[config.mk]
export PLATFORM = sky130hd
export DESIGN_NAME = hazard_control_unit
export DESIGN_NICKNAME = d
export VERILOG_FILES = /design/src/rtl/hazard_control_unit.sv
export SDC_FILE = /design/constraint.sdc
export NUM_CORES = 1
export LEC_CHECK = 0
export CAP_MARGIN = 10
export CORE_MARGIN = 8
export CORE_UTILIZATION = 50
export DETAILED_ROUTE_END_ITERATION = 10
export PLACE_DENSITY = 0.74
export SYNTH_ARGS = -nofsm -noshare
export SYNTH_HDL_FRONTEND = slang
export SYNTH_SLANG_ARGS = --single-unit
[constraint.sdc]
create_clock -name clk -period 4.9 [get_ports clk]
set_input_delay 0.735 -clock clk [delete_from_list [all_inputs] [get_ports clk]]
set_output_delay 0.735 -clock clk [all_outputs]
set_load 0.01 [all_outputs]
[src/rtl/hazard_control_unit.sv]
// Pipeline hazard controller: load-use stalls, MDU register scoreboard with
// writeback bypass, MDU occupancy tracking, branch flush and a stall counter.
module hazard_control_unit #(
   parameter int NUM_REGS            = 32,
   parameter int MDU_MAX_OUTSTANDING = 1,
   parameter int CNT_WIDTH           = 32
) (
   input  logic                 clk,
   input  logic                 reset,
   input  logic [4:0]           rs1_id,
   input  logic [4:0]           rs2_id,
   input  logic                 rs1_used_id,
   input  logic                 rs2_used_id,
   input  logic [4:0]           rd_id,
   input  logic                 reg_write_id,
   input  logic                 is_mdu_id,
   input  logic [4:0]           rd_ex,
   input  logic                 mem_read_ex,
   input  logic                 mdu_issue_ex,
   input  logic                 mdu_wb_valid,
   input  logic [4:0]           mdu_wb_rd,
   input  logic                 branch_taken_ex,
   output logic                 stall_if,
   output logic                 stall_id,
   output logic                 bubble_ex,
   output logic                 flush_if,
   output logic                 flush_id,
   output logic                 mdu_busy,
   output logic [CNT_WIDTH-1:0] stall_cycles
);

   localparam int OCW = $clog2(MDU_MAX_OUTSTANDING + 1);
   localparam logic [OCW-1:0] OC_MAX = OCW'(MDU_MAX_OUTSTANDING);

   logic [NUM_REGS-1:0]  r_pending;
   logic [NUM_REGS-1:0]  w_pending_next;
   logic [NUM_REGS-1:0]  w_pend_eff;
   logic [NUM_REGS-1:0]  w_rs1_hit;
   logic [NUM_REGS-1:0]  w_rs2_hit;
   logic [NUM_REGS-1:0]  w_rd_hit;
   logic [OCW-1:0]       r_out_cnt;
   logic [OCW-1:0]       w_out_cnt_next;
   logic [CNT_WIDTH-1:0] r_stall_cycles;
   logic                 w_lu;
   logic                 w_sb;
   logic                 w_st;
   logic                 w_stall;

   // A set always beats a clear on the same register: the issuing op is younger.
   // x0 can never be set, so its bit stays at its reset value of zero.
   generate
      for (genvar gi = 0; gi < NUM_REGS; gi++) begin : g_sb
         localparam logic [4:0] IDX = 5'(gi);
         logic w_set;
         logic w_clr;
         assign w_set             = mdu_issue_ex & (rd_ex != 5'd0) & (rd_ex == IDX);
         assign w_clr             = mdu_wb_valid & (mdu_wb_rd == IDX);
         assign w_pending_next[gi] = w_set | (r_pending[gi] & ~w_clr);
         // The writeback is forwarded to ID, so a retiring register no longer blocks.
         assign w_pend_eff[gi]    = r_pending[gi] & ~w_clr;
         assign w_rs1_hit[gi]     = (rs1_id == IDX) & w_pend_eff[gi];
         assign w_rs2_hit[gi]     = (rs2_id == IDX) & w_pend_eff[gi];
         assign w_rd_hit[gi]      = (rd_id  == IDX) & w_pend_eff[gi];
      end
   endgenerate

   assign w_lu = mem_read_ex & (rd_ex != 5'd0) &
                 ((rs1_used_id & (rs1_id == rd_ex)) | (rs2_used_id & (rs2_id == rd_ex)));
   assign w_sb = (rs1_used_id & (|w_rs1_hit)) | (rs2_used_id & (|w_rs2_hit)) |
                 (reg_write_id & (rd_id != 5'd0) & (|w_rd_hit));
   assign w_st = is_mdu_id & mdu_busy;

   // A taken branch squashes the ID instruction, so its hazards are moot.
   assign w_stall = (w_lu | w_sb | w_st) & ~branch_taken_ex & ~reset;

   assign stall_if     = w_stall;
   assign stall_id     = w_stall;
   assign bubble_ex    = w_stall;
   assign flush_if     = branch_taken_ex & ~reset;
   assign flush_id     = branch_taken_ex & ~reset;
   assign mdu_busy     = (r_out_cnt == OC_MAX);
   assign stall_cycles = r_stall_cycles;

   always_comb begin
      w_out_cnt_next = r_out_cnt;
      if (mdu_issue_ex && !mdu_wb_valid && (r_out_cnt != OC_MAX)) begin
         w_out_cnt_next = r_out_cnt + OCW'(1);
      end else if (mdu_wb_valid && !mdu_issue_ex && (r_out_cnt != '0)) begin
         w_out_cnt_next = r_out_cnt - OCW'(1);
      end
   end

   always_ff @(posedge clk or posedge reset) begin
      if (reset) begin
         r_pending      <= '0;
         r_out_cnt      <= '0;
         r_stall_cycles <= '0;
      end else begin
         r_pending      <= w_pending_next;
         r_out_cnt      <= w_out_cnt_next;
         r_stall_cycles <= r_stall_cycles + CNT_WIDTH'(w_stall);
      end
   end

endmodule

Word-level counts from Yosys, hierarchy flattened

Index checks and enable logic that the tools add are counted.

Bits in registers: 65
Input bits: 35
Output and inout bits: 38

Add/sub/neg operators: 3
Equal/unequal tests: 157
Multiplexer cells: 2
Bitwise logic cells: 277
Reductions and logical operators: 17

Operator list:

| operator            | number |
|---|---|
| $eq 5x5->1 const B  | 80 |
| $and 1x1->1         | 205 |
| $eq 5x4->1 const B  | 40 |
| $eq 5x3->1 const B  | 20 |
| $reduce_or 32->1    | 3 |
| $eq 5x2->1 const B  | 10 |
| $or 1x1->1          | 37 |
| $not 1->1           | 35 |
| $add 32x1->32       | 1 |
| $eq 5x1->1 const B  | 5 |
| $logic_not 5->1     | 5 |
| $eq 5x5->1          | 2 |
| $reduce_bool 5->1   | 2 |
| $logic_and 1x1->1   | 4 |
| $logic_not 1->1     | 2 |
| $mux 1              | 2 |
| $reduce_bool 2->1   | 1 |
| $add 1x1->1 const B | 1 |
| $sub 1x1->1 const B | 1 |

Longest topological paths before layout

Depth after elaboration: 14
Gate-level depth with buffers: 16
Depth with buffers taken out: 15

Worst setup path before layout

No wires, ideal clock.

Path kind: input to register
Start point: input port mdu_wb_rd[0]
End point: register r_stall_cycles[30] (netlist: stall_cycles[30])
Setup time: 0.079 ns
Data arrival time: 3.946 ns
Required time: 4.821 ns
Path slack: 0.874 ns
Cell stages on the path: 16
Cells stage by stage: or2_1 > clkbuf_1 > o21ai_1 > or3_1 > a311oi_1 > o21bai_1 > nor4_1 > o221ai_1 > ha_1 > ha_1 > and3_1 > and2_1 > nand4_1 > or3_1 > nor2_1 > xor2_1

Longest elaborated chain between the ends: 14
Elaborated cells on any way between the ends: 237
Those cells by class: 1 x add/sub; 31 x eq/ne; 201 x bitwise; 4 x reduce/logical

Ends and longest elaborated chain:

| element                            | line   | source |
|---|---|---|
| start, declared                    | 21     | `input logic [4:0] mdu_wb_rd,` |
| $eq 5x1->1 (tied with other cells) | 57     | `assign w_clr = mdu_wb_valid & (mdu_wb_rd == IDX);` |
| $and 1x1->1                        | 57     |  |
| $not 1->1                          | 60     | `assign w_pend_eff[gi] = r_pending[gi] & ~w_clr;` |
| $and 1x1->1                        | 60     |  |
| $and 1x1->1 (on tied branches)     | 61, 62 |  |
| $reduce_or 32->1                   | 69     | `assign w_sb = (rs1_used_id & (\|w_rs1_hit)) \| (rs2_used_id & (\|w_rs2_hit)) \|` |
| $and 1x1->1                        | 69     |  |
| $or 1x1->1                         | 69     |  |
| $or 1x1->1 *                       | 69     |  |
| $or 1x1->1 * (2 in a row)          | 74     | `assign w_stall = (w_lu \| w_sb \| w_st) & ~branch_taken_ex & ~reset;` |
| $and 1x1->1 * (2 in a row)         | 74     |  |
| named net bubble_ex                | 25     | `output logic bubble_ex,` |
| $add 32x1->32 *                    | 101    | `r_stall_cycles <= r_stall_cycles + CNT_WIDTH'(w_stall);` |
| end signal, assigned               | 101    |  |
| end, declared                      | 43     | `logic [CNT_WIDTH-1:0] r_stall_cycles;` |

Mark *: on every way through the listed nets, which the timed path passes. The rest lies on a longest branch.
A chain may end at the register's enable or synchronous reset.

Final worst setup path

Start point: input port mdu_wb_valid
End point: output port stall_id

Longest elaborated chain between the ends: 12
Elaborated cells on any way between the ends: 204
Those cells by class: 201 x bitwise; 3 x reduce/logical

Ends and longest elaborated chain:

| element                        | line   | source |
|---|---|---|
| start, declared                | 20     | `input logic mdu_wb_valid,` |
| $and 1x1->1                    | 57     |  |
| $not 1->1                      | 60     |  |
| $and 1x1->1                    | 60     |  |
| $and 1x1->1 (on tied branches) | 61, 62 |  |
| $reduce_or 32->1               | 69     |  |
| $and 1x1->1                    | 69     |  |
| $or 1x1->1                     | 69     |  |
| $or 1x1->1 *                   | 69     |  |
| $or 1x1->1 * (2 in a row)      | 74     |  |
| $and 1x1->1 * (2 in a row)     | 74     |  |
| end, declared                  | 24     | `output logic stall_id,` |

Every way passes the cells marked *; elsewhere a longest branch is shown, timed or not.

==> qor.txt <==
Mapped Avg Cell Area: 8.86 µm²
Post-CTS Setup Bufs: 0
Final min period: 4.79 ns
Flop pwr share: 0.407
First-pass GRT wire length: 22,500 µm
GPL Wtd Cong: 1.04
WL met1: 5980 µm
Die X: 106 µm
LEAKAGE: 2.13 nW
Total Wirelength: 14,400 µm
Worst Skew: 0.0142 ns
Number of flops mapped to enable cells by yosys: 0
Met3 Routed Length: 1570 µm
DRC violations left: 0
Congestion Overflow GR: 0
Post-Syn Nets: 492
Power share of the clock group: 0.289
Total die area: 11,200 µm²
RSZ-0062 raised after global routing: false
Core area: 7770 µm²
Initial core utilization: 0.519
Top-count cell post-synth: dfrtp_1
Top post-synthesis cells by area: dfrtp_1 (40%), o21ai_0 (6.0%), xnor2_1 (4.6%)
CTS tree: built
Max H-tree Level: 3
Max-cap violations: 0
Vias per inst: 6.36
Max FO, Critical Path: 9
DP Wirelength: 10,800 µm
Internal: 0.00107 W
Pwr dens: 312 nW/µm²
I/O pin count: 73
Rows: 32
All-Layer GR Usage: 0.256
Synth cell types: 55
Vias in the first global route: 4,071
Yosys warnings: 0
DR vias: 4,147
Status: finished, final reports clean
CTS Hold Bufs: 0
Final Power: 0.00164 W
Layout cells sized above 1: 0.120
Area grow syn2layout: 30.2%
Setup WS post-layout: 0.113 ns
Antenna violations before repair: 0
Clock Tree Root: clkbuf_8
Rel. slew slack: 0.501
Power share of the combinational group: 0.305
Largest net degree at the start of global routing: 36
Final setup viols: 0
Synth Flop Type: dfrtp_1
Critical path launch point type: primary input
Port buffer count: 72
Top post-synthesis cells by count: dfrtp_1 (65), o21ai_0 (48), nand2_1 (39)
Worst Hold Class: flip-flop to flip-flop
Placed insts: 636
Final hold violations: 0
Crit. Startpoint: mdu_wb_valid
Max-slew violations: 0
P_sw: 0.000567 W
PostCTS Resize Cnt: 0
Layout Nets: 582
Post-synth top area share: 0.404
Ys async rst share: 1.00
Min-Delay Startpoint: stall_cycles[31]
Worst-skew pair later-pin latency: 0.34 ns
Post-synthesis cell area: 4030 µm²
Initial drt markers: 397
Worst Setup End Kind: primary output
Max Freq: 209 MHz
CTS Sinks: 65
Yosys top cell by area: dfrtp_1
Mapped Cells: 455
TritonRoute pass-1 iters: 5
WL met2: 6400 µm
Peak VDD IR: 0.235 mV
Clock buffer count from CTS: 9
Clk pin slew, worst setup/hold paths: 0.07 ns
Top sig layer: met4
Worst r2r src: r_pending[30]
CTS Buffer Depth: 2
Crit path required time: 4.16 ns
Crit path DAT: 4.05 ns
Setup CP Type: primary input to primary output
Non-Filler Instances: 652
Routed Antenna Nets: 0
Wire per inst: 22.0 µm
Setup WS pre-CTS: -0.00346 ns
Net Sw Frac: 0.346
Antenna Cells: 0
Worst slew pin tran: 0.740 ns
Fin crit share: 0.977
Die Ht: 106 µm
Seq/Total Area, Yosys: 0.404
Post-synthesis register bit count: 65
placed cells by master (no fill, tap or decap), types with 13 or more instances in the layout:
cell type / n
xor2_1: 19
o21ai_1: 20
nor3_1: 13
nand2_1: 39
mux2i_1: 15
o21ai_0: 45
clkdlybuf4s50_1: 72
nand3_1: 19
nor2_1: 26
buf_4: 35
xnor2_1: 21
dfrtp_1: 65
power by group through the flow:
stage | Clock, W | Combinational [W] | Sequential [W]
final | 0.000473 | 0.000499 | 0.000666
after global routing | 0.000504 | 0.000529 | 0.000674
after CTS | 0.000481 | 0.000483 | 0.000663
after detailed placement | 0 | 0.000480 | 0.000672
after global placement | 0 | 0.000477 | 0.000675
after floorplan | 0 | 0.000226 | 0.000669
state kept, by name, summed over array words and instances (netlist names):
register / flops
stall_cycles: 32
r_pending: 32
mdu_busy: 1
path summary, 6_finish.rpt:
path	cells after the start	to	slack (ns)
max reg2reg	14	stall_cycles[28]	1.36
min in group asynchronous	2	r_pending[12]	0.93
max in group asynchronous	3	r_pending[1]	3.07
max	10	stall_id	0.11
min	1	stall_cycles[31]	0.48
min reg2reg	1	stall_cycles[31]	0.48
cell families (layout without fill, tap and decap cells):
family / after synthesis / after routing / share of synthesized area
AND/OR/NAND/NOR: 171 / 171 / 0.230
buffers and inverters: 37 / 132 / 0.0373
multiplexers: 17 / 17 / 0.0456
adder cells (fa/ha/maj): 2 / 2 / 0.00621
XOR/XNOR: 40 / 40 / 0.0869
AO/OA/AOI/OAI: 123 / 123 / 0.190
flip-flops: 65 / 65 / 0.404
final cells by class:
class | instances | area (µm²)
repair buffers | 107 | 983
clock buffers | 10 | 138
fillers | 636 | 2520
well taps | 102 | 128
flip-flops and latches | 65 | 1630
clock inverters | 6 | 66.3
multi-input cells | 353 | 2270
inverters | 9 | 33.8
worst max-delay path: stages:
cell	delay [ns]
clkdlybuf4s50_1	0.62
nand4b_1	0.38
o21ai_1	0.62
o32ai_1	0.16
nand3_1	0.10
nand4_1	0.12
nor4_1	0.34
o221ai_1	0.27
buf_4	0.22
clkdlybuf4s50_1	0.48
routing by layer:
metal	up-vias	track usage
li1	1859	-
met3	37	0.0755
met5	-	0
met4	0	0.0935
met2	240	0.385
met1	2011	0.339
per-stage QoR:
stage,cell area (µm²),hold slack (ns),util,setup TNS (ns)
final,5250,0.477,0.675,0
after global routing,5250,0.508,0.675,0
after CTS,5230,0.488,0.673,0
after detailed placement,5020,0.474,0.647,-0.00346
after global placement,5020,0.462,0.647,0
after floorplan,4030,0.471,-,0
(Power assumes the default switching activity.)
